===== config.mk =====
export PLATFORM = sky130hd
export DESIGN_NAME = regfile_sequencer_flat
export DESIGN_NICKNAME = d
export VERILOG_FILES = /design/src/rtl/cpu_pkg.sv /design/src/rtl/regfile_sequencer_if.sv /design/src/rtl/seq_alu.sv /design/src/rtl/regfile_sequencer.sv /design/src/flat_wrapper.sv
export SDC_FILE = /design/constraint.sdc
export NUM_CORES = 1
export LEC_CHECK = 0
export ABC_CLOCK_PERIOD_IN_PS = 3800
export BUFFER_PORTS_ARGS = -buffer_cell sky130_fd_sc_hd__clkbuf_2
export CAP_MARGIN = 40
export CELL_PAD_IN_SITES_DETAIL_PLACEMENT = 0
export CELL_PAD_IN_SITES_GLOBAL_PLACEMENT = 1
export CORE_MARGIN = 5
export CORE_UTILIZATION = 40
export CTS_CLUSTER_DIAMETER = 30
export DETAILED_ROUTE_END_ITERATION = 12
export PLACE_DENSITY = 0.92
export SLEW_MARGIN = 10
export SYNTH_ARGS = -nofsm -noshare
export SYNTH_HDL_FRONTEND = slang
export SYNTH_SLANG_ARGS = --single-unit

===== constraint.sdc =====
create_clock -name clk -period 3.8 [get_ports clk]
set_input_delay 0.76 -clock clk [delete_from_list [all_inputs] [get_ports clk]]
set_output_delay 0.76 -clock clk [all_outputs]
set_load 0.01 [all_outputs]

===== src/rtl/cpu_pkg.sv =====
// Shared definitions for the register-file sequencer: widths, opcodes,
// FSM state encoding and small opcode-class helpers.
package cpu_pkg;

    localparam int DATA_W = 8;
    localparam int ADDR_W = 2;

    localparam logic [2:0] OP_NOP = 3'b000;
    localparam logic [2:0] OP_ADD = 3'b001;
    localparam logic [2:0] OP_SUB = 3'b010;
    localparam logic [2:0] OP_AND = 3'b011;
    localparam logic [2:0] OP_OR  = 3'b100;
    localparam logic [2:0] OP_XOR = 3'b101;
    localparam logic [2:0] OP_LDI = 3'b110;
    localparam logic [2:0] OP_RDO = 3'b111;

    typedef enum logic [1:0] {
        S_IDLE,
        S_READ,
        S_EXEC,
        S_WB
    } state_t;

    // Only arithmetic/logic ops touch the flags.
    function automatic logic op_sets_flags(input logic [2:0] op);
        return (op == OP_ADD) || (op == OP_SUB) || (op == OP_AND) ||
               (op == OP_OR)  || (op == OP_XOR);
    endfunction

    // NOP and RDO complete without touching the register file.
    function automatic logic op_writes(input logic [2:0] op);
        return (op != OP_NOP) && (op != OP_RDO);
    endfunction

endpackage


===== src/rtl/regfile_sequencer_if.sv =====
// Bundle of the operation handshake and the register-file port set.
// master: sequencer side; slave: instruction source + register file side.
interface regfile_sequencer_if
    import cpu_pkg::*;
#(
    parameter int DATA_W = cpu_pkg::DATA_W,
    parameter int ADDR_W = cpu_pkg::ADDR_W
) ();

    logic              in_valid;
    logic              in_ready;
    logic [2:0]        in_op;
    logic [ADDR_W-1:0] in_rd;
    logic [ADDR_W-1:0] in_rs1;
    logic [ADDR_W-1:0] in_rs2;
    logic [DATA_W-1:0] in_imm;
    logic [ADDR_W-1:0] ra1;
    logic [ADDR_W-1:0] ra2;
    logic [DATA_W-1:0] rd1;
    logic [DATA_W-1:0] rd2;
    logic              we;
    logic [ADDR_W-1:0] wa;
    logic [DATA_W-1:0] wd;
    logic              done;
    logic [DATA_W-1:0] result;
    logic              flag_z;
    logic              flag_c;

    modport master (
        input  in_valid, in_op, in_rd, in_rs1, in_rs2, in_imm, rd1, rd2,
        output in_ready, ra1, ra2, we, wa, wd, done, result, flag_z, flag_c
    );

    modport slave (
        output in_valid, in_op, in_rd, in_rs1, in_rs2, in_imm, rd1, rd2,
        input  in_ready, ra1, ra2, we, wa, wd, done, result, flag_z, flag_c
    );

endinterface


===== src/rtl/seq_alu.sv =====
// Combinational datapath: op_a/op_b/imm -> {carry, result}.
// Ports: i_op, i_a, i_b, i_imm in; o_result, o_carry out.
module seq_alu
    import cpu_pkg::*;
#(
    parameter int DATA_W = cpu_pkg::DATA_W
) (
    input  logic [2:0]        i_op,
    input  logic [DATA_W-1:0] i_a,
    input  logic [DATA_W-1:0] i_b,
    input  logic [DATA_W-1:0] i_imm,
    output logic [DATA_W-1:0] o_result,
    output logic              o_carry
);

    logic [DATA_W:0] w_wide;

    // Top bit of the widened subtract is the borrow (a < b).
    always_comb begin
        w_wide = '0;
        unique case (i_op)
            OP_ADD:  w_wide = {1'b0, i_a} + {1'b0, i_b};
            OP_SUB:  w_wide = {1'b0, i_a} - {1'b0, i_b};
            OP_AND:  w_wide = {1'b0, i_a & i_b};
            OP_OR:   w_wide = {1'b0, i_a | i_b};
            OP_XOR:  w_wide = {1'b0, i_a ^ i_b};
            OP_LDI:  w_wide = {1'b0, i_imm};
            OP_RDO:  w_wide = {1'b0, i_a};
            default: w_wide = '0;
        endcase
    end

    assign o_result = w_wide[DATA_W-1:0];
    assign o_carry  = w_wide[DATA_W];

endmodule


===== src/rtl/regfile_sequencer.sv =====
// Multi-cycle read-modify-write sequencer in front of a 4x8 register file.
// Ports: clk, rst (sync, active high), bus (regfile_sequencer_if.master).
module regfile_sequencer
    import cpu_pkg::*;
#(
    parameter int DATA_W = cpu_pkg::DATA_W,
    parameter int ADDR_W = cpu_pkg::ADDR_W
) (
    input  logic                clk,
    input  logic                rst,
    regfile_sequencer_if.master bus
);

    state_t            r_state;
    state_t            w_next;
    logic [2:0]        r_op;
    logic [ADDR_W-1:0] r_rd;
    logic [ADDR_W-1:0] r_rs1;
    logic [ADDR_W-1:0] r_rs2;
    logic [DATA_W-1:0] r_imm;
    logic [DATA_W-1:0] r_op_a;
    logic [DATA_W-1:0] r_op_b;
    logic [DATA_W-1:0] r_result;
    logic              r_flag_z;
    logic              r_flag_c;
    logic [DATA_W-1:0] w_alu_res;
    logic              w_alu_c;

    seq_alu #(.DATA_W(DATA_W)) u_alu (
        .i_op     (r_op),
        .i_a      (r_op_a),
        .i_b      (r_op_b),
        .i_imm    (r_imm),
        .o_result (w_alu_res),
        .o_carry  (w_alu_c)
    );

    always_ff @(posedge clk) begin
        if (rst) r_state <= S_IDLE;
        else     r_state <= w_next;
    end

    always_comb begin
        w_next = r_state;
        unique case (r_state)
            S_IDLE: if (bus.in_valid) w_next = S_READ;
            S_READ: w_next = S_EXEC;
            S_EXEC: w_next = S_WB;
            S_WB:   w_next = S_IDLE;
        endcase
    end

    always_ff @(posedge clk) begin
        if (rst) begin
            r_op     <= OP_NOP;
            r_rd     <= '0;
            r_rs1    <= '0;
            r_rs2    <= '0;
            r_imm    <= '0;
            r_op_a   <= '0;
            r_op_b   <= '0;
            r_result <= '0;
            r_flag_z <= 1'b0;
            r_flag_c <= 1'b0;
        end else begin
            unique case (r_state)
                S_IDLE: begin
                    if (bus.in_valid) begin
                        r_op  <= bus.in_op;
                        r_rd  <= bus.in_rd;
                        r_rs1 <= bus.in_rs1;
                        r_rs2 <= bus.in_rs2;
                        r_imm <= bus.in_imm;
                    end
                end
                S_READ: begin
                    r_op_a <= bus.rd1;
                    r_op_b <= bus.rd2;
                end
                S_EXEC: begin
                    // NOP keeps the previous result visible.
                    if (r_op != OP_NOP) r_result <= w_alu_res;
                    if (op_sets_flags(r_op)) begin
                        r_flag_z <= (w_alu_res == '0);
                        r_flag_c <= w_alu_c;
                    end
                end
                S_WB: ;
            endcase
        end
    end

    always_comb begin
        bus.in_ready = (r_state == S_IDLE);
        bus.ra1      = r_rs1;
        bus.ra2      = r_rs2;
        bus.we       = 1'b0;
        bus.wa       = '0;
        bus.wd       = '0;
        bus.done     = 1'b0;
        if (r_state == S_WB) begin
            bus.we   = op_writes(r_op);
            bus.wa   = r_rd;
            bus.wd   = r_result;
            bus.done = 1'b1;
        end
        bus.result = r_result;
        bus.flag_z = r_flag_z;
        bus.flag_c = r_flag_c;
    end

endmodule


===== src/flat_wrapper.sv =====
// flat-port wrapper written by rule: the top's interface ports become plain ports
module regfile_sequencer_flat import cpu_pkg::*;
#(
    parameter int DATA_W = cpu_pkg::DATA_W,
    parameter int ADDR_W = cpu_pkg::ADDR_W
)
  (clk, rst, bus_in_valid, bus_in_op, bus_in_rd, bus_in_rs1, bus_in_rs2, bus_in_imm, bus_rd1, bus_rd2, bus_in_ready, bus_ra1, bus_ra2, bus_we, bus_wa, bus_wd, bus_done, bus_result, bus_flag_z, bus_flag_c);
  regfile_sequencer_if #(.DATA_W(DATA_W), .ADDR_W(ADDR_W)) bus_i ();
  input  logic clk;
  input  logic rst;
  input wire logic [$bits(bus_i.in_valid)-1:0] bus_in_valid;
  input wire logic [$bits(bus_i.in_op)-1:0] bus_in_op;
  input wire logic [$bits(bus_i.in_rd)-1:0] bus_in_rd;
  input wire logic [$bits(bus_i.in_rs1)-1:0] bus_in_rs1;
  input wire logic [$bits(bus_i.in_rs2)-1:0] bus_in_rs2;
  input wire logic [$bits(bus_i.in_imm)-1:0] bus_in_imm;
  input wire logic [$bits(bus_i.rd1)-1:0] bus_rd1;
  input wire logic [$bits(bus_i.rd2)-1:0] bus_rd2;
  output wire logic [$bits(bus_i.in_ready)-1:0] bus_in_ready;
  output wire logic [$bits(bus_i.ra1)-1:0] bus_ra1;
  output wire logic [$bits(bus_i.ra2)-1:0] bus_ra2;
  output wire logic [$bits(bus_i.we)-1:0] bus_we;
  output wire logic [$bits(bus_i.wa)-1:0] bus_wa;
  output wire logic [$bits(bus_i.wd)-1:0] bus_wd;
  output wire logic [$bits(bus_i.done)-1:0] bus_done;
  output wire logic [$bits(bus_i.result)-1:0] bus_result;
  output wire logic [$bits(bus_i.flag_z)-1:0] bus_flag_z;
  output wire logic [$bits(bus_i.flag_c)-1:0] bus_flag_c;
  assign bus_i.in_valid = bus_in_valid;
  assign bus_i.in_op = bus_in_op;
  assign bus_i.in_rd = bus_in_rd;
  assign bus_i.in_rs1 = bus_in_rs1;
  assign bus_i.in_rs2 = bus_in_rs2;
  assign bus_i.in_imm = bus_in_imm;
  assign bus_i.rd1 = bus_rd1;
  assign bus_i.rd2 = bus_rd2;
  assign bus_in_ready = bus_i.in_ready;
  assign bus_ra1 = bus_i.ra1;
  assign bus_ra2 = bus_i.ra2;
  assign bus_we = bus_i.we;
  assign bus_wa = bus_i.wa;
  assign bus_wd = bus_i.wd;
  assign bus_done = bus_i.done;
  assign bus_result = bus_i.result;
  assign bus_flag_z = bus_i.flag_z;
  assign bus_flag_c = bus_i.flag_c;
  regfile_sequencer #(.DATA_W(DATA_W), .ADDR_W(ADDR_W)) u_core (.clk(clk), .rst(rst), .bus(bus_i));
endmodule

==> flow_summary.ini <==
[sta]
period_needed_ns = 2.81
fin_worst_skew_ns = 0.00889
holdWs_ns = 0.453
timing_hold_violations_final = 0
final-setup-viol-count = 0
share_of_the_cycle_needed_by_the_critical_path_after_routing_pct = 74.1
maxSlewHeadroom_pct = 58.2
number_of_pins_with_negative_max_slew_slack_in_the_final_report = 0
max_freq_mhz = 355
timing_worst_slew_pin_value_ns = 0.619
setup_slack_ns = 0.986
grt_setup_unrepaired = no
final.setup.tns_ns = 0

[worst_setup_path]
setup.worst_path.start = u_core.r_op[1]
critPathLaunchType = flop
reg2reg_to = u_core.bus.flag_z
worstRegToRegCells = 12
cp_data_arrival_time_ns = 3.01
worstSetupEndpointType = flop
timing.critical_path.to = u_core.bus.flag_z
critPathMaxFanout = 6
cp.required_ns = 4.00
criticalPathCategory = flop to flop
rrSetupSlack_ns = 0.99
regToRegStartpoint = u_core.r_op[1]

[yosys]
synth_area_um2 = 2990
ys.flop_type = sky130_fd_sc_hd__dfxtp_1
count_of_flip_flops_with_a_built_in_enable_after_synthesis = 0
average_instance_area_after_synthesis_um2 = 8.02
synthesis.nets = 439
syn_inst = 373
ys_seq_area_share_pct = 30.1
post_synth_num_cell_types = 47
synth.yosys.warnings = 0
synth-async-reset-ratio_pct = 0
synth.ff_latch_count = 45

[placement]
placement.io_buffers = 62
dpl.hpwl_um = 5890
pre_cts_slack_ns = 1.01
detailed_place.area_um2 = 3400
gp_congestion = 0.882
place.detailed.instances = 519

[run]
maxCapViolCount = 0

[detailed_routing]
via_count = 2640
routed_via_density = 5.01
post_drt_wl_per_cell_um = 14.3
drtAntennaViolNets = 0
finalWirelength_um = 7560
detail_route.drc_violations = 0
dr.pass1.iters = 4
initialDrtViolationCount = 97

[power_and_ir_drop]
p_comb_share_pct = 57.4
static-leakage-power_nw = 1.59
power_mw = 2.47
power.share.switching_pct = 43.0
ir_drop_mv = 0.249
power_frac_clock_pct = 15.7
net-switching-power_mw = 1.06
power_report.internal_total_mw = 1.41
power-per-cell-area_nw_per_um2 = 702
power_share_of_the_sequential_group_pct = 26.9

[floorplanning]
num_rows = 31
floorplan.die.width_um = 96.5
ios = 63
initial_core_util_pct = 41.3
core-area_um2 = 7250
chipHeight_um = 96.5
die_area_um2 = 9310

[cts]
cts.htree.levels = 2
number_of_cts_inserted_buffers = 5
postCtsSetupBuffers = 0
ctsLongestPathBuffers = 2
clk_pin_slew_worst_paths_ns = 0.09
tritoncts_clock_tree = yes
cts_hold_buffers = 0
clock_latency_ns = 0.31
cts.sinks = 45
cts_repair_resize_count = 0
clk_root_buffer_cell = sky130_fd_sc_hd__clkbuf_8

[layout]
finalCoreUtilization_pct = 48.5
final_cells = 527
top_library_cells_by_usage_in_the_layout_fill_and_taps_aside = 62 x sky130_fd_sc_hd__clkbuf_2, 51 x sky130_fd_sc_hd__nand2_1, 45 x sky130_fd_sc_hd__dfxtp_1
final_net_count = 493
final_layout_size_suffix_gt1_share_pct = 19.6
syn2layout_area_growth_pct = 17.5
mostFrequentLayoutCell = sky130_fd_sc_hd__clkbuf_2
antenna_cells_inserted = 0
finalInstanceArea_um2 = 3520

[worst_hold_path]
worstHoldPathType = flop to flop
hold_depth = 2

[grt]
antenna_violations_before_repair = 0
first_pass_grt_wire_length_um = 12400
grtUsageTotal_pct = 17.2
grt_start_max_net_pins = 28
globalRouteOverflowTotal = 0
grt_pass1_vias = 2502

[status]
run_status = finished clean
## kinds of logic (layout without fill, tap and decap cells)
group | Yosys count | after routing | share of synthesized area, %
xor gates and xnor gates | 9 | 9 | 2.63
buffers and inverters | 48 | 103 | 6.73
muxes | 31 | 31 | 10.5
AOI/OAI and AO/OA | 73 | 73 | 16.2
DFF | 45 | 45 | 30.1
and+or+nand+nor | 137 | 137 | 21.0
adders and majority gates | 30 | 30 | 12.8
## layout make-up
class,instances,area (µm²)
Clock buffer,6,82.6
Clock inverter,2,37.5
Fill cell,767,3740
Inverter,28,105
Multi-Input combinational cell,280,1890
Sequential cell,45,901
Tap cell,99,124
Timing Repair Buffer,67,375
## state kept, by name (all words and copies together), names as in the netlist
register           cells
u_core.bus.result      8
u_core.r_imm           8
u_core.r_op_a          8
u_core.r_op_b          8
u_core.r_op            3
u_core.bus.ra1         2
u_core.bus.ra2         2
u_core.r_rd            2
u_core.r_state         2
u_core.bus.flag_c      1
u_core.bus.flag_z      1
## cells in the mapped netlist (5+ instances only)
| library cell | instances | area share (%) |
|---|---|---|
| sky130_fd_sc_hd__xnor2_1 | 7 | 2.0 |
| sky130_fd_sc_hd__a22o_1 | 6 | 1.8 |
| sky130_fd_sc_hd__clkbuf_1 | 12 | 1.5 |
| sky130_fd_sc_hd__dfxtp_1 | 45 | 30 |
| sky130_fd_sc_hd__nand2_1 | 51 | 6.4 |
| sky130_fd_sc_hd__nor3_1 | 5 | 0.84 |
| sky130_fd_sc_hd__inv_1 | 28 | 3.5 |
| sky130_fd_sc_hd__buf_2 | 5 | 0.84 |
| sky130_fd_sc_hd__and2_1 | 13 | 2.7 |
| sky130_fd_sc_hd__o21ai_0 | 8 | 1.3 |
| sky130_fd_sc_hd__mux2i_1 | 27 | 9.0 |
| sky130_fd_sc_hd__ha_1 | 29 | 12 |
| sky130_fd_sc_hd__a21oi_1 | 31 | 5.2 |
| sky130_fd_sc_hd__nor2_1 | 41 | 5.1 |
| sky130_fd_sc_hd__nand2b_1 | 9 | 1.9 |
## power by group through the flow
stage	registers, mW	logic (mW)	clock network (mW)
3_3_place_gp	0.672	1.37	0
3_5_place_dp	0.676	1.41	0
5_1_grt	0.681	1.61	0.418
4_1_cts	0.666	1.42	0.394
6_report	0.665	1.42	0.387
2_1_floorplan	0.652	1.12	0
## per-layer routing
metal | wire [µm] | up-vias | share of wire (%) | GRT usage, %
li1 | - | 1370 | - | -
met4 | 111 | 0 | 1.5 | 4.79
met2 | 3360 | 72 | 44 | 27.8
met3 | 451 | 8 | 6.0 | 3.64
met5 | 0 | - | 0 | 0
met1 | 3640 | 1190 | 48 | 23.1
## critical path, cell delays in order, from the launching register on
cell and delay, ns:
sky130_fd_sc_hd__dfxtp_1 0.34, sky130_fd_sc_hd__nor2b_4 0.21, sky130_fd_sc_hd__nor2b_1 0.33, sky130_fd_sc_hd__a21oi_1 0.10, sky130_fd_sc_hd__xnor2_1 0.14, sky130_fd_sc_hd__ha_1 0.35, sky130_fd_sc_hd__or3b_2 0.46, sky130_fd_sc_hd__a211o_1 0.30
sky130_fd_sc_hd__o41ai_1 0.06, sky130_fd_sc_hd__or3b_1 0.19, sky130_fd_sc_hd__nor3_1 0.06, sky130_fd_sc_hd__nand4_1 0.12, sky130_fd_sc_hd__nand2_1 0.06
## worst min path at each step
stage | from | end | slack, ns
after floorplan | u_core.r_rd[0] | u_core.r_rd[0] | 0.43
after global placement | u_core.r_rd[1] | u_core.r_rd[1] | 0.44
after detailed placement | u_core.r_rd[0] | u_core.r_rd[0] | 0.44
after CTS | u_core.r_rd[0] | u_core.r_rd[0] | 0.46
after global routing | u_core.r_imm[3] | u_core.r_imm[3] | 0.48
final | u_core.r_rd[0] | u_core.r_rd[0] | 0.45
Note: power is estimated with default switching activity, not from simulation.
